### src/rtl/rx_frontend_mc_pkg.sv
// Shared definitions for the multichannel RX frontend: settings layout and
// saturating arithmetic helpers.
package rx_frontend_mc_pkg;

    localparam int unsigned REG_IQ_MAP   = 0;
    localparam int unsigned REG_OFFSET_I = 1;
    localparam int unsigned REG_OFFSET_Q = 2;
    localparam int unsigned REG_HET_DIR  = 3;

    localparam int unsigned IQ_SWAP        = 0;
    localparam int unsigned IQ_REAL        = 1;
    localparam int unsigned IQ_INV_Q       = 2;
    localparam int unsigned IQ_INV_I       = 3;
    localparam int unsigned IQ_DOWNCONVERT = 4;
    localparam int unsigned IQ_BYPASS      = 7;

    localparam int unsigned OFF_FIXED = 31;
    localparam int unsigned OFF_SET   = 30;

    // Clamp a sign-extended value into the signed range of a w-bit word.
    function automatic logic signed [63:0] sat(input logic signed [63:0] x,
                                               input int unsigned w);
        logic signed [63:0] hi;
        logic signed [63:0] lo;
        hi = (64'sd1 <<< (w - 1)) - 64'sd1;
        lo = -hi - 64'sd1;
        if (x > hi) return hi;
        if (x < lo) return lo;
        return x;
    endfunction

    function automatic logic signed [63:0] sat_neg(input logic signed [63:0] x,
                                                   input int unsigned w);
        return sat(-x, w);
    endfunction

endpackage

### src/rtl/rx_frontend_mc_chan.sv
// One RX frontend channel: settings decode for its address window, I/Q mapping,
// DC-offset correction and Fs/4 rotation, three registered stages.
module rx_frontend_mc_chan
    import rx_frontend_mc_pkg::*;
#(
    parameter int unsigned WIDTH     = 16,
    parameter int unsigned DC_SHIFT  = 20,
    parameter int unsigned SR_BASE   = 0,
    parameter int unsigned SR_STRIDE = 8,
    parameter int unsigned CHAN      = 0
) (
    input  logic             clk,
    input  logic             reset,
    input  logic             set_stb,
    input  logic [7:0]       set_addr,
    input  logic [31:0]      set_data,
    input  logic [2:0]       stage_en,
    input  logic [1:0]       phase,
    input  logic [WIDTH-1:0] in_i,
    input  logic [WIDTH-1:0] in_q,
    output logic [WIDTH-1:0] out_i,
    output logic [WIDTH-1:0] out_q
);

    localparam int unsigned ACC_W = WIDTH + DC_SHIFT;
    localparam int unsigned WIN   = SR_BASE + CHAN * SR_STRIDE;

    function automatic logic signed [WIDTH-1:0] neg_w(input logic signed [WIDTH-1:0] x);
        return WIDTH'(sat_neg(64'(x), WIDTH));
    endfunction

    function automatic logic signed [WIDTH-1:0] dc_out(input logic signed [WIDTH-1:0] x,
                                                       input logic signed [ACC_W-1:0] acc);
        logic signed [WIDTH-1:0] off;
        off = WIDTH'(acc >>> DC_SHIFT);
        return WIDTH'(sat(64'(x) - 64'(off), WIDTH));
    endfunction

    function automatic logic signed [ACC_W-1:0] acc_add(input logic signed [ACC_W-1:0] acc,
                                                        input logic signed [WIDTH-1:0] y);
        return ACC_W'(sat(64'(acc) + 64'(y), ACC_W));
    endfunction

    logic hit_map, hit_off_i, hit_off_q, hit_dir;
    logic [7:0]  iq_map;
    logic        het_dir;
    logic        off_wr_i, off_wr_q;
    logic [31:0] off_data;
    logic        fixed_i, fixed_q;
    logic signed [ACC_W-1:0] acc_i, acc_q;
    logic        unused_bits;

    always_comb begin
        hit_map   = set_stb && (32'(set_addr) == WIN + REG_IQ_MAP);
        hit_off_i = set_stb && (32'(set_addr) == WIN + REG_OFFSET_I);
        hit_off_q = set_stb && (32'(set_addr) == WIN + REG_OFFSET_Q);
        hit_dir   = set_stb && (32'(set_addr) == WIN + REG_HET_DIR);
    end

    assign unused_bits = ^{off_data, iq_map[6:5]};

    // Offset writes are applied one cycle late so the sample accepted in the
    // write cycle still sees the old offset when it reaches the DC stage.
    always_ff @(posedge clk) begin
        if (reset) begin
            iq_map   <= '0;
            het_dir  <= 1'b0;
            off_wr_i <= 1'b0;
            off_wr_q <= 1'b0;
            off_data <= '0;
        end else begin
            if (hit_map) iq_map <= set_data[7:0];
            if (hit_dir) het_dir <= set_data[0];
            off_wr_i <= hit_off_i;
            off_wr_q <= hit_off_q;
            if (hit_off_i || hit_off_q) off_data <= set_data;
        end
    end

    // Stage 1: mapping
    logic signed [WIDTH-1:0] m_i, m_q;
    logic signed [WIDTH-1:0] s1_i, s1_q;
    logic [WIDTH-1:0] raw1_i, raw1_q;
    logic byp1, dcv1, dir1;
    logic [1:0] ph1;

    always_comb begin
        m_i = iq_map[IQ_SWAP] ? in_q : in_i;
        m_q = iq_map[IQ_SWAP] ? in_i : in_q;
        if (iq_map[IQ_REAL])  m_q = '0;
        if (iq_map[IQ_INV_Q]) m_q = neg_w(m_q);
        if (iq_map[IQ_INV_I]) m_i = neg_w(m_i);
    end

    always_ff @(posedge clk) begin
        if (reset) begin
            s1_i   <= '0;
            s1_q   <= '0;
            raw1_i <= '0;
            raw1_q <= '0;
            byp1   <= 1'b0;
            dcv1   <= 1'b0;
            dir1   <= 1'b0;
            ph1    <= '0;
        end else if (stage_en[0]) begin
            s1_i   <= m_i;
            s1_q   <= m_q;
            raw1_i <= in_i;
            raw1_q <= in_q;
            byp1   <= iq_map[IQ_BYPASS];
            dcv1   <= iq_map[IQ_DOWNCONVERT];
            dir1   <= het_dir;
            ph1    <= phase;
        end
    end

    // Stage 2: DC offset
    logic signed [WIDTH-1:0] y_i, y_q;
    logic signed [WIDTH-1:0] s2_i, s2_q;
    logic [WIDTH-1:0] raw2_i, raw2_q;
    logic byp2, dcv2, dir2;
    logic [1:0] ph2;

    always_comb begin
        y_i = dc_out(s1_i, acc_i);
        y_q = dc_out(s1_q, acc_q);
    end

    always_ff @(posedge clk) begin
        if (reset) begin
            fixed_i <= 1'b1;
            fixed_q <= 1'b1;
            acc_i   <= '0;
            acc_q   <= '0;
        end else begin
            if (off_wr_i) fixed_i <= off_data[OFF_FIXED];
            if (off_wr_q) fixed_q <= off_data[OFF_FIXED];
            if (off_wr_i && off_data[OFF_SET])
                acc_i <= {off_data[WIDTH-1:0], {DC_SHIFT{1'b0}}};
            else if (stage_en[1] && !fixed_i)
                acc_i <= acc_add(acc_i, y_i);
            if (off_wr_q && off_data[OFF_SET])
                acc_q <= {off_data[WIDTH-1:0], {DC_SHIFT{1'b0}}};
            else if (stage_en[1] && !fixed_q)
                acc_q <= acc_add(acc_q, y_q);
        end
    end

    always_ff @(posedge clk) begin
        if (reset) begin
            s2_i   <= '0;
            s2_q   <= '0;
            raw2_i <= '0;
            raw2_q <= '0;
            byp2   <= 1'b0;
            dcv2   <= 1'b0;
            dir2   <= 1'b0;
            ph2    <= '0;
        end else if (stage_en[1]) begin
            s2_i   <= y_i;
            s2_q   <= y_q;
            raw2_i <= raw1_i;
            raw2_q <= raw1_q;
            byp2   <= byp1;
            dcv2   <= dcv1;
            dir2   <= dir1;
            ph2    <= ph1;
        end
    end

    // Stage 3: Fs/4 rotation; the negative direction runs the phase backwards
    logic [1:0] pe;
    logic signed [WIDTH-1:0] rot_i, rot_q;

    always_comb begin
        pe    = dir2 ? 2'(2'd0 - ph2) : ph2;
        rot_i = s2_i;
        rot_q = s2_q;
        if (dcv2) begin
            case (pe)
                2'd1: begin rot_i = neg_w(s2_q); rot_q = s2_i;        end
                2'd2: begin rot_i = neg_w(s2_i); rot_q = neg_w(s2_q); end
                2'd3: begin rot_i = s2_q;        rot_q = neg_w(s2_i); end
                default: ;
            endcase
        end
        if (byp2) begin
            rot_i = raw2_i;
            rot_q = raw2_q;
        end
    end

    always_ff @(posedge clk) begin
        if (reset) begin
            out_i <= '0;
            out_q <= '0;
        end else if (stage_en[2]) begin
            out_i <= rot_i;
            out_q <= rot_q;
        end
    end

endmodule

### src/rtl/rx_frontend_mc.sv
// Multichannel RX frontend top: shared Fs/4 phase counter, valid pipeline and
// one processing channel per lane.
module rx_frontend_mc
    import rx_frontend_mc_pkg::*;
#(
    parameter int unsigned NUM_CHAN  = 2,
    parameter int unsigned WIDTH     = 16,
    parameter int unsigned DC_SHIFT  = 20,
    parameter int unsigned SR_BASE   = 0,
    parameter int unsigned SR_STRIDE = 8
) (
    input  logic                      clk,
    input  logic                      reset,
    input  logic                      sync_in,
    input  logic                      set_stb,
    input  logic [7:0]                set_addr,
    input  logic [31:0]               set_data,
    input  logic                      in_tvalid,
    input  logic [NUM_CHAN*WIDTH-1:0] in_i,
    input  logic [NUM_CHAN*WIDTH-1:0] in_q,
    output logic                      out_tvalid,
    output logic [NUM_CHAN*WIDTH-1:0] out_i,
    output logic [NUM_CHAN*WIDTH-1:0] out_q
);

    logic [1:0] phase, phase_use;
    logic [2:0] vpipe;
    logic [2:0] stage_en;

    // A sync in the same cycle as a valid sample gives that sample phase 0.
    always_comb begin
        phase_use = sync_in ? 2'd0 : phase;
        stage_en  = {vpipe[1], vpipe[0], in_tvalid};
    end

    always_ff @(posedge clk) begin
        if (reset) begin
            phase <= '0;
            vpipe <= '0;
        end else begin
            if (in_tvalid) phase <= phase_use + 2'd1;
            else if (sync_in) phase <= '0;
            vpipe <= {vpipe[1:0], in_tvalid};
        end
    end

    assign out_tvalid = vpipe[2];

    for (genvar c = 0; c < NUM_CHAN; c++) begin : g_chan
        rx_frontend_mc_chan #(
            .WIDTH     (WIDTH),
            .DC_SHIFT  (DC_SHIFT),
            .SR_BASE   (SR_BASE),
            .SR_STRIDE (SR_STRIDE),
            .CHAN      (c)
        ) u_chan (
            .clk      (clk),
            .reset    (reset),
            .set_stb  (set_stb),
            .set_addr (set_addr),
            .set_data (set_data),
            .stage_en (stage_en),
            .phase    (phase_use),
            .in_i     (in_i[c*WIDTH +: WIDTH]),
            .in_q     (in_q[c*WIDTH +: WIDTH]),
            .out_i    (out_i[c*WIDTH +: WIDTH]),
            .out_q    (out_q[c*WIDTH +: WIDTH])
        );
    end

endmodule

### config.mk
export PLATFORM = sky130hd
export DESIGN_NAME = rx_frontend_mc
export DESIGN_NICKNAME = d
export VERILOG_FILES = /design/src/rtl/rx_frontend_mc_pkg.sv /design/src/rtl/rx_frontend_mc_chan.sv /design/src/rtl/rx_frontend_mc.sv
export SDC_FILE = /design/constraint.sdc
export NUM_CORES = 2
export LEC_CHECK = 0
export CAP_MARGIN = 40
export CORE_UTILIZATION = 55
export CTS_CLUSTER_SIZE = 40
export DETAILED_ROUTE_END_ITERATION = 12
export PLACE_DENSITY = 0.73
export SYNTH_ARGS = -nofsm -noshare
export SYNTH_HDL_FRONTEND = slang
export SYNTH_SLANG_ARGS = --single-unit
### constraint.sdc
create_clock -name clk -period 6.6 [get_ports clk]
set_input_delay 0.66 -clock clk [delete_from_list [all_inputs] [get_ports clk]]
set_output_delay 0.66 -clock clk [all_outputs]
set_load 0.02 [all_outputs]
; After elaboration in Yosys (flattened, before gate mapping)
; Cells that the tools add are included.
[word_totals]
reg_bits = 575
output_inout_bits = 65
input_bits = 109
word_cells = 374
[op_classes]
addsub = 18
reduce_logical = 31
mux = 222
eq_ne = 13
order_cmp = 32
[op_table]
columns = operator, count
row1 = $mux 16, 74
row2 = $mux 36, 24
row3 = $gt 64x16->1 const B, 8
row4 = $lt 64x16->1 const B, 8
row5 = $neg 16->64, 8
row6 = $pmux 16 s3, 4
row7 = $add 36x16->37, 4
row8 = $gt 37x36->1 const B, 4
row9 = $lt 37x36->1 const B, 4
row10 = $mux 1, 116
row11 = $gt 17x16->1 const B, 4
row12 = $lt 17x16->1 const B, 4
row13 = $sub 16x16->17, 4
row14 = $eq 8x4->1 const B, 4
row15 = $eq 8x2->1 const B, 2
row16 = $logic_and 1x1->1, 16
row17 = $eq 2x2->1 const B, 4
row18 = $eq 8x1->1 const B, 1
row19 = $logic_not 8->1, 1
row20 = $mux 2, 4
row21 = $reduce_bool 2->1, 4
row22 = $reduce_or 2->1, 4
row23 = $eq 2x1->1 const B, 2
row24 = $logic_not 1->1, 4
row25 = 3 further kinds, 4

; Logic depth before layout (Yosys ltp)
[logic_depth]
depth_word = 20
mapped_depth = 27
mapped_depth_nobuf = 24

; Cells and area by module
; Synthesis repeated with hierarchy kept, for this count alone.
[hier_totals]
cells_unflattened = 5540
hier_area_um2 = 42863.6
[modules_own_cells]
columns = mod, seq_area_each_um2, cells_each, area_each_um2, n_inst
row1 = rx_frontend_mc_chan (g_chan[1].u_chan), 5425.2, 2780, 21674.5, 1
row2 = rx_frontend_mc_chan (g_chan[0].u_chan), 5425.2, 2745, 21013.9, 1
row3 = rx_frontend_mc, 100.1, 15, 175.2, 1

; Worst setup path before layout
; OpenSTA, ideal clock, no wires.
[synth_timing]
path_kind = reg-to-reg
start = register g_chan[0].u_chan.s1_q[0]
end = register g_chan[0].u_chan.acc_q[0]
synth_period_minus_slack_ps = 5636
arrival_ps = 5566
path_slack_ps = 964
path_buffers = 3
t_required_ps = 6530
setup_time_ps = 70
stages_incl_launch_ff = 26
cell_sequence = dfxtp_1 inv_1 ha_1 fa_1 nor2b_1 o21ai_0 a21boi_0 o21ai_0 a2111oi_0 nor3_1 o22ai_1 clkbuf_1 inv_1 ha_1 clkbuf_1 a21oi_1 o21bai_1 a21o_1 a211oi_1 o31ai_1 mux2i_1 o31ai_2 or2_1 buf_2 maj3_1 a21oi_1
[synth_via]
elab_chain_cells = 15
elab_cells_between_ends = 24
classes_between = add/sub (2) / order compare (4) / mux (18)
[synth_rtl]
columns = item, line
row1 = from (decl), rx_frontend_mc_chan.sv:82  ; logic signed [WIDTH-1:0] s1_i, s1_q;
row2 = from (signal assigned), rx_frontend_mc_chan.sv:107  ; s1_q <= m_q;
row3 = $sub 16x16->17 *, rx_frontend_mc_chan.sv:36  ; return WIDTH'(sat(64'(x) - 64'(off), WIDTH));
row4 = $lt 17x16->1, rx_frontend_mc_pkg.sv:28  ; if (x < lo) return lo;
row5 = $mux 1 (2 in a row), rx_frontend_mc_pkg.sv:28
row6 = $mux 16, rx_frontend_mc_pkg.sv:29  ; return x;
row7 = $mux 16 *, rx_frontend_mc_pkg.sv:28
row8 = net g_chan[0].u_chan.y_q[15], rx_frontend_mc_chan.sv:118  ; logic signed [WIDTH-1:0] y_i, y_q;
row9 = $add 36x16->37 *, rx_frontend_mc_chan.sv:41  ; return ACC_W'(sat(64'(acc) + 64'(y), ACC_W));
row10 = $lt 37x36->1, rx_frontend_mc_pkg.sv:28
row11 = $mux 1 (2 in a row), rx_frontend_mc_pkg.sv:28
row12 = $mux 1, rx_frontend_mc_chan.sv:144  ; else if (stage_en[1] && !fixed_q)
row13 = $mux 1, rx_frontend_mc_chan.sv:142  ; if (off_wr_q && off_data[OFF_SET])
row14 = $mux 1, rx_frontend_mc_chan.sv:130  ; if (reset) begin
row15 = $mux 36, rx_frontend_mc_pkg.sv:29
row16 = $mux 36 *, rx_frontend_mc_pkg.sv:28
row17 = to (signal assigned), rx_frontend_mc_chan.sv:143  ; acc_q <= {off_data[WIDTH-1:0], {DC_SHIFT{1'b0}}};
row18 = to (signal assigned), rx_frontend_mc_chan.sv:145  ; acc_q <= acc_add(acc_q, y_q);
row19 = to (decl), rx_frontend_mc_chan.sv:50  ; logic signed [ACC_W-1:0] acc_i, acc_q;
; The timed path passes the listed nets; every way through them passes the cells marked *. The select of a mux whose other input is x is not followed.
; A chain may end at the register's enable or synchronous reset.

; Worst setup path after layout
[layout_timing]
start = register g_chan[0].u_chan.acc_q[20]
end = register g_chan[0].u_chan.acc_q[24]
[layout_via]
elab_chain_cells = 17
elab_cells_between_ends = 26
classes_between = add/sub (2) / order compare (4) / mux (20)
[layout_rtl]
columns = item, line
row1 = $sub 16x16->17 *, rx_frontend_mc_chan.sv:36
row2 = $lt 17x16->1, rx_frontend_mc_pkg.sv:28
row3 = $mux 1 (2 in a row), rx_frontend_mc_pkg.sv:28
row4 = $mux 16, rx_frontend_mc_pkg.sv:29
row5 = $mux 16 *, rx_frontend_mc_pkg.sv:28
row6 = net g_chan[0].u_chan.y_q[5], rx_frontend_mc_chan.sv:118
row7 = $add 36x16->37 *, rx_frontend_mc_chan.sv:41
row8 = $lt 37x36->1, rx_frontend_mc_pkg.sv:28
row9 = $mux 1 (2 in a row), rx_frontend_mc_pkg.sv:28
row10 = $mux 1, rx_frontend_mc_chan.sv:144
row11 = $mux 1, rx_frontend_mc_chan.sv:142
row12 = $mux 1, rx_frontend_mc_chan.sv:130
row13 = $mux 36, rx_frontend_mc_pkg.sv:29
row14 = $mux 36 *, rx_frontend_mc_pkg.sv:28
row15 = $mux 36 *, rx_frontend_mc_chan.sv:144
row16 = $mux 36 *, rx_frontend_mc_chan.sv:142
; Marked as above.

==> flow_metrics.env <==
export IMPL_cap_violations=0
export IMPL_fin_skew_ns=0.02503
export IMPL_grt_use_met3_pct=4.388
export IMPL_die_h_um=277.5
export IMPL_yosys_cell_count_top_type="nor2_1"
export IMPL_core_area_um2=74820
export IMPL_grt_use_met2_pct=53.47
export IMPL_cts_sinks=543
export IMPL_cp_end_kind="flop"
export IMPL_cpPeakStageDelay_ns=0.51
export IMPL_cp_data_required_time_ns=7.13
export IMPL_post_synth_cell_area_avg_um2=7.643
export IMPL_vias=41540
export IMPL_min_period_over_period_pct=92.77
export IMPL_numCtsBuffers=61
export IMPL_yosysUniqueCellTypes=105
export IMPL_synthArstFlopShare_pct=0
export IMPL_grt_busiest_layer="met2"
export IMPL_cts_tree="yes"
export IMPL_p_per_area_nw_per_um2=234.5
export IMPL_clockBufferDepth=3
export IMPL_path_max_fanout=12
export IMPL_grt_pass1_wl_um=211000
export IMPL_final_layout_size_suffix_gt1_share_pct=6.553
export IMPL_netlist_top_cell_by_area="dfxtp_1"
export IMPL_pre_cts_slack_ns=0.2450
export IMPL_relSlewSlack_pct=37.68
export IMPL_insertion_delay_ns=0.64
export IMPL_holdCritPathClass="in2reg"
export IMPL_fmax_ghz=0.1633
export IMPL_ant_nets=0
export IMPL_final_setup_worst_slack_ns=0.4773
export IMPL_globalRoute_totalOverflow=0
export IMPL_drtIter0Drc=4428
export IMPL_status="complete, no violations"
export IMPL_yosys_warnings=0
export IMPL_clockRootBuffer="clkbuf_16"
export IMPL_dp_cells=6375
export IMPL_synth_commonest_cells="631 x nor2_1, 543 x dfxtp_1, 510 x a21oi_1"
export IMPL_synth_area_um2=41740
export IMPL_fp_dieW_um=277.5
export IMPL_syn2layout_area_growth_pct=11.19
export IMPL_fin_tns_setup_ns=0
export IMPL_wl_um=134000
export IMPL_grt_max_degree=96
export IMPL_gp_congestion=0.9877
export IMPL_grt_pass1_vias=38140
export IMPL_synth_top_area_share_pct=26.05
export IMPL_dr_pass1_iters=6
export IMPL_cpMostUsedCell="nor2_1"
export IMPL_track_usage_pct=33.61
export IMPL_h_tree_depth=2
export IMPL_wl_per_cell_um=20.64
export IMPL_drc=0
export IMPL_syn_nets=5924
export IMPL_r2r_slack_ns=0.48
export IMPL_crit_arrival_ns=6.66
export IMPL_start_util_pct=55.78
export IMPL_hold_violations=0
export IMPL_num_antenna_cells=0
export IMPL_synth_cells=5461
export IMPL_period_needed_ns=6.123
export IMPL_p_leak_nw=18.00
export IMPL_synth_edf_count=0
export IMPL_setup_viol_count_final=0
export IMPL_critical_path_class="reg2reg"
export IMPL_ys_seq_area_share_pct=26.05
export IMPL_viasPerCell=6.398
export IMPL_synth_ff_type="dfxtp_1"
export IMPL_drv_slew=0
export IMPL_nets=5935
export IMPL_slowest_stage="o41a_1"
export IMPL_finalNonFillerCells=6493
export IMPL_dpl_hpwl_um=99220
export IMPL_io_pins=174
export IMPL_power_total_mw=10.88
export IMPL_port_buffers=159
export IMPL_clk_pin_slew_ns=0.07
export IMPL_startpoint_type="flop"
export IMPL_synthTopCellsByArea="dfxtp_1 26%, ha_1 10%, a21oi_1 6.1%, nor2_1 5.7%, mux2i_1 5.3%"
export IMPL_rows=100
export IMPL_dieArea_um2=76990
export IMPL_tightest_slew_ns=0.9153
export IMPL_peakVddDrop_v=0.0002497
export IMPL_cts_hold_buf=0
export IMPL_ys_ff_latch=543
export IMPL_met1_usage_pct=45.34
export IMPL_antenna_found_initial=0
registers in the layout (all words and copies together) (netlist names), 3 cells and up:
register / cells
g_chan.u_chan.out_q: 32
g_chan.u_chan.raw2_i: 32
vpipe: 3
g_chan.u_chan.s2_i: 32
g_chan.u_chan.acc_q: 72
g_chan.u_chan.off_data: 36
g_chan.u_chan.iq_map: 12
g_chan.u_chan.raw1_i: 32
g_chan.u_chan.s1_q: 32
g_chan.u_chan.out_i: 32
g_chan.u_chan.acc_i: 72
g_chan.u_chan.raw1_q: 32
g_chan.u_chan.s1_i: 32
g_chan.u_chan.s2_q: 32
g_chan.u_chan.raw2_q: 32
critical path, delay by kind of cell (launching register included):
kind                     cells  cell delay [ns]
AND/OR/NAND/NOR              7             0.93
buffers and inverters        2             0.41
flip-flops                   1             0.37
adder cells (fa/ha/maj)      3             0.88
AO/OA/AOI/OAI               13             3.45
metrics by stage:
step                      hold slack [ns]  cell area (um2)  util [%]
final                              0.4566            46410     62.02
after global routing               0.4719            46410     62.02
after CTS                          0.4236            46340     61.94
after detailed placement           0.4606            44250     59.14
after global placement             0.4545            44040     58.87
after floorplan                    0.4406            41740         -
cell families after synthesis:
group / after synthesis / synth area share (%)
adder cells (fa/ha/maj): 421 / 12.36
buffers and inverters: 508 / 4.866
AND/OR/NAND/NOR: 1892 / 21.64
flip-flops: 543 / 26.05
multiplexers: 236 / 5.705
XOR/XNOR: 220 / 4.635
AO/OA/AOI/OAI: 1641 / 24.74
placed cells by master (no fill, tap or decap), drive strengths merged, types with 33 or more instances in the layout:
cell type | synthesis | layout
a211oi | 156 | 156
a21o | 91 | 91
a21oi | 512 | 512
a221oi | 35 | 35
a31oi | 53 | 53
buf | 67 | 121
clkbuf | 263 | 79
clkdlybuf4s50 | 0 | 157
dfxtp | 543 | 543
ha | 346 | 346
inv | 169 | 174
maj3 | 67 | 67
mux2i | 221 | 221
nand2 | 497 | 497
nand2b | 53 | 53
nand3 | 119 | 119
nand4 | 83 | 83
nor2 | 636 | 636
nor2b | 45 | 45
nor3 | 139 | 139
nor4 | 75 | 75
o211ai | 39 | 39
o21a | 37 | 37
o21ai | 405 | 405
o21bai | 35 | 35
o221ai | 43 | 43
o22ai | 54 | 54
or2 | 33 | 33
xnor2 | 130 | 130
xor2 | 90 | 90
per-layer routing:
layer  share of wire [%]  vias to the layer above
met3                 7.6                      325
met2                  44                     1737
met4                 4.6                        0
li1                    -                    20060
met1                  44                    19410
met5                   0                        -
final timing paths:
path                                                         startpoint                                      end  depth (start not counted)
worst max-delay path            g_chan[0].u_chan.acc_q[20]$_SDFFE_PP0P_  g_chan[0].u_chan.acc_q[24]$_SDFFE_PP0P_                         25
worst min-delay path                                          in_tvalid    g_chan[1].u_chan.s1_i[9]$_SDFFE_PP0P_                          3
worst max register to register  g_chan[0].u_chan.acc_q[20]$_SDFFE_PP0P_  g_chan[0].u_chan.acc_q[24]$_SDFFE_PP0P_                         25
worst min register to register     g_chan[0].u_chan.ph1[1]$_SDFFE_PP0P_     g_chan[0].u_chan.ph1[1]$_SDFFE_PP0P_                          2
final cells by class:
class	instances	area [um2]
clock buffer	79	1704
inverter	178	668.1
sequential	543	10880
tap	969	1212
multi-input combinational	4410	28960
fill	6661	28420
timing repair buffer	278	2587
clock inverter	36	394.1
timing repair:
| action | in CTS | in global routing |
|---|---|---|
| setup endpoints to repair | 0 | 77 |
| setup buffers | 0 | 3 |
| gates resized for setup | 0 | 11 |
where the power goes:
| part | leakage [nW] | switching [mW] | internal, mW | total, mW |
|---|---|---|---|---|
| Sequential | 4.42 | 0.174 | 3.40 | 3.57 |
| Combinational | 12.5 | 2.28 | 1.46 | 3.74 |
| Clock | 1.02 | 1.50 | 2.07 | 3.57 |
No activity file was read; power rests on OpenSTA's default activity.
